`src/rtl/spi_conf_rx_if.sv`:
```
// -----------------------------------------------------------------------------
// spi_conf_rx_if
// Bundles the ARM-side SPI pins and the decoded configuration registers that
// feed the major-mode muxes.
//   spck, mosi, ncs   : SPI pins from the ARM (asynchronous to the FPGA clock)
//   conf_word         : FPGA_CMD_SET_CONFREG payload
//   major_mode        : conf_word[7:5]
//   divisor           : FPGA_CMD_SET_DIVISOR payload
//   conf_enio         : FPGA_CMD_SET_ENIOCONFREG payload
//   cmd_strobe        : one-cycle pulse on any register write
//   frame_err         : one-cycle pulse on a frame of the wrong length
// modport master : the side that drives SPI and observes the registers
// modport slave  : the receiver itself
// -----------------------------------------------------------------------------
interface spi_conf_rx_if;
    logic       spck;
    logic       mosi;
    logic       ncs;
    logic [7:0] conf_word;
    logic [2:0] major_mode;
    logic [7:0] divisor;
    logic [7:0] conf_enio;
    logic       cmd_strobe;
    logic       frame_err;

    modport master (
        output spck, mosi, ncs,
        input  conf_word, major_mode, divisor, conf_enio, cmd_strobe, frame_err
    );

    modport slave (
        input  spck, mosi, ncs,
        output conf_word, major_mode, divisor, conf_enio, cmd_strobe, frame_err
    );
endinterface

```
`src/rtl/spi_conf_rx.sv`:
```
// -----------------------------------------------------------------------------
// spi_conf_rx
// Synchronous SPI configuration receiver. Samples spck/mosi/ncs in the
// ck_1356meg domain, deserialises WORD_BITS-bit command frames (MSB first) and,
// on the rising edge of chip select, decodes the opcode into one of three
// configuration registers. Each register changes in a single clock cycle so
// downstream mode logic never sees a partial update.
// Ports:
//   ck_1356meg : system clock, all logic on posedge
//   reset      : asynchronous, active-high reset
//   bus        : spi_conf_rx_if.slave (SPI pins in, registers and pulses out)
// -----------------------------------------------------------------------------
module spi_conf_rx #(
    parameter int SYNC_STAGES = 2,
    parameter int WORD_BITS   = 16
) (
    input  logic          ck_1356meg,
    input  logic          reset,
    spi_conf_rx_if.slave  bus
);

    localparam logic [3:0] OP_SET_CONFREG     = 4'b0001;
    localparam logic [3:0] OP_SET_DIVISOR     = 4'b0010;
    localparam logic [3:0] OP_SET_ENIOCONFREG = 4'b0100;
    localparam logic [4:0] FRAME_LEN          = 5'(WORD_BITS);
    localparam logic [7:0] CONF_WORD_RST      = 8'hE0;

    // Synchroniser chains; the last stage is the usable synchronous copy.
    logic [SYNC_STAGES-1:0] spck_sync;
    logic [SYNC_STAGES-1:0] mosi_sync;
    logic [SYNC_STAGES-1:0] ncs_sync;
    logic                   spck_d;
    logic                   ncs_d;

    logic spck_s, mosi_s, ncs_s;
    logic spck_rise, ncs_fall, ncs_rise, shift_en;

    logic [WORD_BITS-1:0] shift_reg;
    logic [4:0]           bit_cnt;

    logic [7:0] conf_word_q, divisor_q, conf_enio_q;
    logic [7:0] conf_word_nxt, divisor_nxt, conf_enio_nxt;
    logic       cmd_strobe_q, frame_err_q;
    logic       cmd_strobe_nxt, frame_err_nxt;

    logic [3:0] opcode;
    logic [7:0] payload;

    // NOTE: ncs flops reset to 1 (idle), not 0, so releasing reset with the
    // bus idle never fabricates an ncs rise and a spurious frame end.
    always_ff @(posedge ck_1356meg or posedge reset) begin
        if (reset) begin
            spck_sync <= '0;
            mosi_sync <= '0;
            ncs_sync  <= '1;
            spck_d    <= 1'b0;
            ncs_d     <= 1'b1;
        end else begin
            spck_sync <= {spck_sync[SYNC_STAGES-2:0], bus.spck};
            mosi_sync <= {mosi_sync[SYNC_STAGES-2:0], bus.mosi};
            ncs_sync  <= {ncs_sync[SYNC_STAGES-2:0], bus.ncs};
            spck_d    <= spck_s;
            ncs_d     <= ncs_s;
        end
    end

    assign spck_s    = spck_sync[SYNC_STAGES-1];
    assign mosi_s    = mosi_sync[SYNC_STAGES-1];
    assign ncs_s     = ncs_sync[SYNC_STAGES-1];
    assign spck_rise = spck_s & ~spck_d;
    assign ncs_fall  = ~ncs_s & ncs_d;
    assign ncs_rise  = ncs_s & ~ncs_d;
    // A spck rise coinciding with the ncs rise sees ncs_s high and is dropped.
    assign shift_en  = spck_rise & ~ncs_s;

    // NOTE: sequential state uses non-blocking assignments so every flop
    // samples the pre-edge value of its neighbours.
    always_ff @(posedge ck_1356meg or posedge reset) begin
        if (reset) begin
            shift_reg <= '0;
            bit_cnt   <= '0;
        end else begin
            if (shift_en) begin
                shift_reg <= {shift_reg[WORD_BITS-2:0], mosi_s};
            end
            if (ncs_fall) begin
                // A bit landing on the select edge itself still counts.
                bit_cnt <= shift_en ? 5'd1 : 5'd0;
            end else if (shift_en && bit_cnt != 5'd31) begin
                bit_cnt <= bit_cnt + 5'd1;
            end
        end
    end

    assign opcode  = shift_reg[WORD_BITS-1 -: 4];
    assign payload = shift_reg[7:0];

    // NOTE: every output of this block gets a default first, so no path can
    // leave a value unassigned and infer a latch.
    always_comb begin
        conf_word_nxt  = conf_word_q;
        divisor_nxt    = divisor_q;
        conf_enio_nxt  = conf_enio_q;
        cmd_strobe_nxt = 1'b0;
        frame_err_nxt  = 1'b0;
        if (ncs_rise) begin
            if (bit_cnt == FRAME_LEN) begin
                unique case (opcode)
                    OP_SET_CONFREG: begin
                        conf_word_nxt  = payload;
                        cmd_strobe_nxt = 1'b1;
                    end
                    OP_SET_DIVISOR: begin
                        divisor_nxt    = payload;
                        cmd_strobe_nxt = 1'b1;
                    end
                    OP_SET_ENIOCONFREG: begin
                        conf_enio_nxt  = payload;
                        cmd_strobe_nxt = 1'b1;
                    end
                    default: ; // unknown opcodes are silently ignored
                endcase
            end else begin
                frame_err_nxt = 1'b1;
            end
        end
    end

    always_ff @(posedge ck_1356meg or posedge reset) begin
        if (reset) begin
            conf_word_q  <= CONF_WORD_RST;
            divisor_q    <= '0;
            conf_enio_q  <= '0;
            cmd_strobe_q <= 1'b0;
            frame_err_q  <= 1'b0;
        end else begin
            conf_word_q  <= conf_word_nxt;
            divisor_q    <= divisor_nxt;
            conf_enio_q  <= conf_enio_nxt;
            cmd_strobe_q <= cmd_strobe_nxt;
            frame_err_q  <= frame_err_nxt;
        end
    end

    assign bus.conf_word  = conf_word_q;
    assign bus.major_mode = conf_word_q[7:5];
    assign bus.divisor    = divisor_q;
    assign bus.conf_enio  = conf_enio_q;
    assign bus.cmd_strobe = cmd_strobe_q;
    assign bus.frame_err  = frame_err_q;

endmodule

```
`src/flat_wrapper.sv`:
```
// flat-port wrapper written by rule: the top's interface ports become plain ports
module spi_conf_rx_flat 
#(
    parameter int SYNC_STAGES = 2,
    parameter int WORD_BITS   = 16
)
  (ck_1356meg, reset, bus_spck, bus_mosi, bus_ncs, bus_conf_word, bus_major_mode, bus_divisor, bus_conf_enio, bus_cmd_strobe, bus_frame_err);
  spi_conf_rx_if bus_i ();
  input  logic ck_1356meg;
  input  logic reset;
  input wire logic [$bits(bus_i.spck)-1:0] bus_spck;
  input wire logic [$bits(bus_i.mosi)-1:0] bus_mosi;
  input wire logic [$bits(bus_i.ncs)-1:0] bus_ncs;
  output wire logic [$bits(bus_i.conf_word)-1:0] bus_conf_word;
  output wire logic [$bits(bus_i.major_mode)-1:0] bus_major_mode;
  output wire logic [$bits(bus_i.divisor)-1:0] bus_divisor;
  output wire logic [$bits(bus_i.conf_enio)-1:0] bus_conf_enio;
  output wire logic [$bits(bus_i.cmd_strobe)-1:0] bus_cmd_strobe;
  output wire logic [$bits(bus_i.frame_err)-1:0] bus_frame_err;
  assign bus_i.spck = bus_spck;
  assign bus_i.mosi = bus_mosi;
  assign bus_i.ncs = bus_ncs;
  assign bus_conf_word = bus_i.conf_word;
  assign bus_major_mode = bus_i.major_mode;
  assign bus_divisor = bus_i.divisor;
  assign bus_conf_enio = bus_i.conf_enio;
  assign bus_cmd_strobe = bus_i.cmd_strobe;
  assign bus_frame_err = bus_i.frame_err;
  spi_conf_rx #(.SYNC_STAGES(SYNC_STAGES), .WORD_BITS(WORD_BITS)) u_core (.ck_1356meg(ck_1356meg), .reset(reset), .bus(bus_i));
endmodule
```
`config.mk`:
```
export PLATFORM = sky130hd
export DESIGN_NAME = spi_conf_rx_flat
export DESIGN_NICKNAME = d
export VERILOG_FILES = /design/src/rtl/spi_conf_rx_if.sv /design/src/rtl/spi_conf_rx.sv /design/src/flat_wrapper.sv
export SDC_FILE = /design/constraint.sdc
export NUM_CORES = 1
export LEC_CHECK = 0
export BUFFER_PORTS_ARGS = -buffer_cell sky130_fd_sc_hd__buf_2
export CORE_MARGIN = 1
export CORE_UTILIZATION = 59
export DETAILED_ROUTE_END_ITERATION = 10
export PLACE_DENSITY = 0.82
export SLEW_MARGIN = 20
export SYNTH_ARGS = -nofsm -noshare
export SYNTH_HDL_FRONTEND = slang
export SYNTH_SLANG_ARGS = --single-unit
```
`constraint.sdc`:
```
create_clock -name ck_1356meg -period 3.1 [get_ports ck_1356meg]
set_input_delay 0.155 -clock ck_1356meg [delete_from_list [all_inputs] [get_ports ck_1356meg]]
set_output_delay 0.155 -clock ck_1356meg [all_outputs]
set_load 0.05 [all_outputs]
```
Yosys cells after proc, flatten, opt, wreduce, memory -nomap -nowiden
Index checks and enable logic that the tools add are counted.

storage, ports and cells
  output and inout bits = 29
  flip-flop bits (word level) = 55
  logic and storage cells = 39
  bits of input ports = 5

cells by class
  muxes and demuxes = 8
  $add $sub $neg = 1
  equal/unequal tests = 5
  bitwise gates (word level) = 7
  reductions and logical operators = 6

operators with widths
  cell                                           count
  two-way mux 5 bit                              2
  AND reduction 3 bit                            3
  two-way mux 1 bit                              6
  adder 5 x 1 -> 5 bit, second input constant    1
  == test 5 bit, second input constant           1
  != test 5 bit, second input constant           1
  bitwise AND 1 bit                              4
  == test 4 x 1 -> 1 bit, second input constant  1
  == test 4 x 2 -> 1 bit, second input constant  1
  == test 4 x 3 -> 1 bit, second input constant  1
  NOT 1 bit                                      3
  OR reduction 3 bit                             1
  nonzero test 2 bit                             1
  logical AND 1 bit                              1

Longest topological paths before layout
  depth in word-level cells = 6
  depth in mapped cells = 6
  gate-level depth less buffers = 6

Worst setup path before layout
OpenSTA, ideal clock, no wires.

  path kind = register to register
  from = register u_core.bit_cnt[0]
  to = register u_core.bit_cnt[3]
  path slack = 1,351 ps
  arrival = 1,626 ps
  period minus slack after synthesis = 1,749 ps
  data required time = 2,977 ps
  setup time = 123 ps
  stages on the path, launching flop included = 7
  path buffers = 0
  cell sequence = dfrtp_1 ha_1 and3_1 ha_1 nor4b_2 nand4_1 mux2i_1

between the ends
  word-level cells in the longest chain between the ends = 3
  elaborated cells on any way between the ends = 6
  those cells by class = 1 x add/sub; 1 x eq/ne; 2 x mux; 2 x reduce/logical

ends and longest elaborated chain
  item                                                            RTL line                              text
  start, declared                                                 spi_conf_rx.sv:39                     logic [4:0] bit_cnt;
  start signal, assigned                                          spi_conf_rx.sv:88                     bit_cnt <= shift_en ? 5'd1 : 5'd0;
  start signal, assigned                                          spi_conf_rx.sv:90                     bit_cnt <= bit_cnt + 5'd1;
  adder 5 x 1 -> 5 bit / != test 5 bit (equally long branches)    spi_conf_rx.sv:90, spi_conf_rx.sv:89
  two-way mux 5 bit / logical AND 1 bit (equally long branches)   spi_conf_rx.sv:89                     end else if (shift_en && bit_cnt != 5'd31) begin
  two-way mux 5 bit / nonzero test 2 bit (equally long branches)  n/a

Several ways; a longest one is shown, not always the timed one. The select of a mux whose other input is x is not followed.
A chain may end at the register's enable or synchronous reset.

Worst setup path after layout
  from = register u_core.bit_cnt[1]
  to = register u_core.conf_word_q[1] (netlist: u_core.bus.conf_word[1])

between the ends
  word-level cells in the longest chain between the ends = 2

ends and longest elaborated chain
  item                           RTL line            text
  == test 5 bit                  spi_conf_rx.sv:107  if (bit_cnt == FRAME_LEN) begin
  AND reduction 3 bit (no line)  n/a
  end signal, assigned           spi_conf_rx.sv:137  conf_word_q <= conf_word_nxt;
  end, declared                  spi_conf_rx.sv:41   logic [7:0] conf_word_q, divisor_q, conf_enio_q;

No other way between the ends.

==> results.toml <==
[global_route]
grt_pass1_vias = 1245
grt_usage_pct = 20.9
grt_max_degree = 56
antenna_found_initial = 0
overflow = 0
grt_pass1_wl_mm = 6.11

[clock_tree]
clockBufferDepth = 2
insertion_delay_ps = 310
ctsHtreeMaxLevel = 2
cts_tree = "yes"
clk_pin_slew_ps = 90
cts_buffers = 5
cts_sinks = 55
post-cts-setup-buffers = 0
cts_root_buf = "clkbuf_8"
cts_resized = 0

[routing]
wl_met2_mm = 1.65
antenna_left = 0
drc = 0
vias_per_cell = 5.28
dr_wl_met3_um = 141
post_drt_wl_per_cell_um = 15.4
wl_mm = 3.49
first_iter_violations = 45
num_vias = 1198
drtPass1Iterations = 4
wl_met1_mm = 1.57
top_layer = "met4"

[yosys]
synth_top_cell_by_area = "dfrtp_1"
ys_seq_area_share_pct = 63.3
ys_warn_count = 0
netlist.area_leader.share_pct = 56.1
syn_area_per_cell_um2 = 15.5
yosys.cell_types.count = 27
synthCells = 141
syn_nets = 149
ys_top_cells_by_area = "dfrtp_1, mux2_2, dfstp_2"
synth_seq_cells = 55
syn-cell-area_um2 = 2190

[floorplan]
core_area_um2 = 3440
fp-row-count = 21
design.die.area_um2 = 3950
start_util_pct = 63.5
die_h_um = 62.9
io_pins = 34
dieWidth_um = 62.9

[final_layout]
drive_above_1_share_pct = 51.9
largest_reg_flops = 16
diodes = 0
nNetsFinal = 188
area_growth_pct = 14.1

[power]
power_density_nw_per_um2 = 526
seq_power_share_pct = 64.1
p_int_uw = 991
power_switching_uw = 321
p_comb_share_pct = 7.4
swShare_pct = 24.5
p_clk_share_pct = 28.5
vdd_drop_max_mv = 0.335
p_leak_uw = 0.00133

[sta]
fmax_mhz = 498
fin_tns_setup_ps = 0
fin_crit_sh_pct = 64.8
finalHoldViolations = 3
slew_viol_final = 0
slew_headroom_pct = 41.5
rsz0062_at_grt = "false"
fin_crit_ps = 2010
whs_ps = -1.19
tightest_slew_ps = 876
worst_slack_ps = 1090
setup_violations = 0
fin_skew_ps = 6.13

[place]
dpl.hpwl_mm = 2.35
portBuffers = 33
pre_cts_slack_ps = 1120
gp_congestion = 0.770

[run]
maxCapViolCount = 0

[setup_path]
reg2regPathDepth = 5
endpoint_kind = "flip-flop"
cp.required_ps = 3300
critPathLaunchType = "flip-flop"
path_class = "flip-flop to flip-flop"
arrival_ps = 2210
crit_fanout = 8

[run_status]
violations = "hold timing"
status = "finished with violations"

[worst_hold_path]
hold_path_class = "primary input to async pin"
==> logic make-up after synthesis <==
logic type | share of synthesized area (%)
flip-flops | 63.3
multiplexers | 22.4
AND/OR/NAND/NOR | 8.35
buffers and inverters | 2.40
AO/OA/AOI/OAI | 1.43
adder cells (fa/ha/maj) | 1.72
XOR/XNOR | 0.401
==> cells in the final DEF (no fill, tap or decap), drive strengths merged, types with 3 or more instances in the layout <==
master	n
buf	34
mux2i	4
nand2b	3
dfrtp	49
inv	3
nor2	5
nor3b	4
ha	3
dlygate4sd3	3
dfstp	6
o21ai	3
nand2	3
mux2	40
clkbuf	6
==> power by group through the flow <==
stage          combinational (uW)  clock, uW  sequential (uW)
2_1_floorplan                77.0          0              834
3_3_place_gp                 88.7          0              848
3_5_place_dp                 95.6          0              855
4_1_cts                      99.3        386              841
5_1_grt                       109        408              851
6_report                     96.9        374              841
==> stage by stage <==
step / total power (uW) / cells / util, % / area (um^2)
after floorplan: 911 / 141 / - / 2190
after global placement: 937 / 216 / 69.1 / 2380
after detailed placement: 950 / 216 / 69.1 / 2380
after CTS: 1330 / 227 / 72.5 / 2490
after global routing: 1370 / 227 / 72.5 / 2500
final: 1310 / 227 / 72.5 / 2500
==> Yosys cell counts <==
| library cell | instances |
|---|---|
| mux2i_1 | 4 |
| mux2_2 | 39 |
| nand2b_1 | 3 |
| inv_1 | 4 |
| o2111a_1 | 1 |
| buf_4 | 5 |
| a21oi_1 | 1 |
| nand2_1 | 3 |
| nor3b_2 | 1 |
| and3_1 | 1 |
| and4b_1 | 1 |
| nand4_1 | 1 |
| nor3b_4 | 1 |
| nor2b_1 | 1 |
| dfrtp_1 | 49 |
| o21ai_0 | 3 |
| nand3_2 | 1 |
| ha_1 | 3 |
| mux2_1 | 1 |
| and4bb_2 | 1 |
| nand4_2 | 1 |
| nor4b_2 | 1 |
| xor2_1 | 1 |
| dfstp_2 | 6 |
| nor3b_1 | 2 |
| nor2_1 | 5 |
| or3b_2 | 1 |
==> critical path: stages, from the launching register on <==
cell	delay (ps)
dfrtp_1	440
inv_1	100
ha_1	150
and4bb_2	300
and4b_1	520
mux2_2	390
==> path summary, 6_finish.rpt <==
path                                     startpoint                      end  slack (ps)
max in group asynchronous                     reset      u_core.shift_reg[7]        2590
worst max register to register    u_core.bit_cnt[1]  u_core.bus.conf_word[1]        1090
worst min register to register  u_core.spck_sync[0]      u_core.spck_sync[1]         360
worst max-delay path              u_core.bit_cnt[1]  u_core.bus.conf_word[1]        1090
worst min-delay path                          reset      u_core.spck_sync[0]          -1
min in group ck_1356meg         u_core.spck_sync[0]      u_core.spck_sync[1]         360
==> metal layers <==
metal,up-vias,track usage [%]
met1,584,28.0
met5,-,0
met2,33,31.2
met4,0,10.5
met3,11,6.02
li1,570,-
==> final cells by class <==
class | instances | area (um^2)
clock inverter | 2 | 12.5
fill | 239 | 946
timing repair buffer | 37 | 203
sequential | 55 | 1380
tap | 46 | 57.6
inverter | 4 | 16.3
clock buffer | 6 | 72.6
multi-input combinational | 77 | 751
==> repair_timing <==
action,4_1_cts,5_1_grt
hold buffers,3,0
endpoints found under the setup margin,0,0
hold endpoints to repair,3,0
Power figures use the tool's default switching activity.
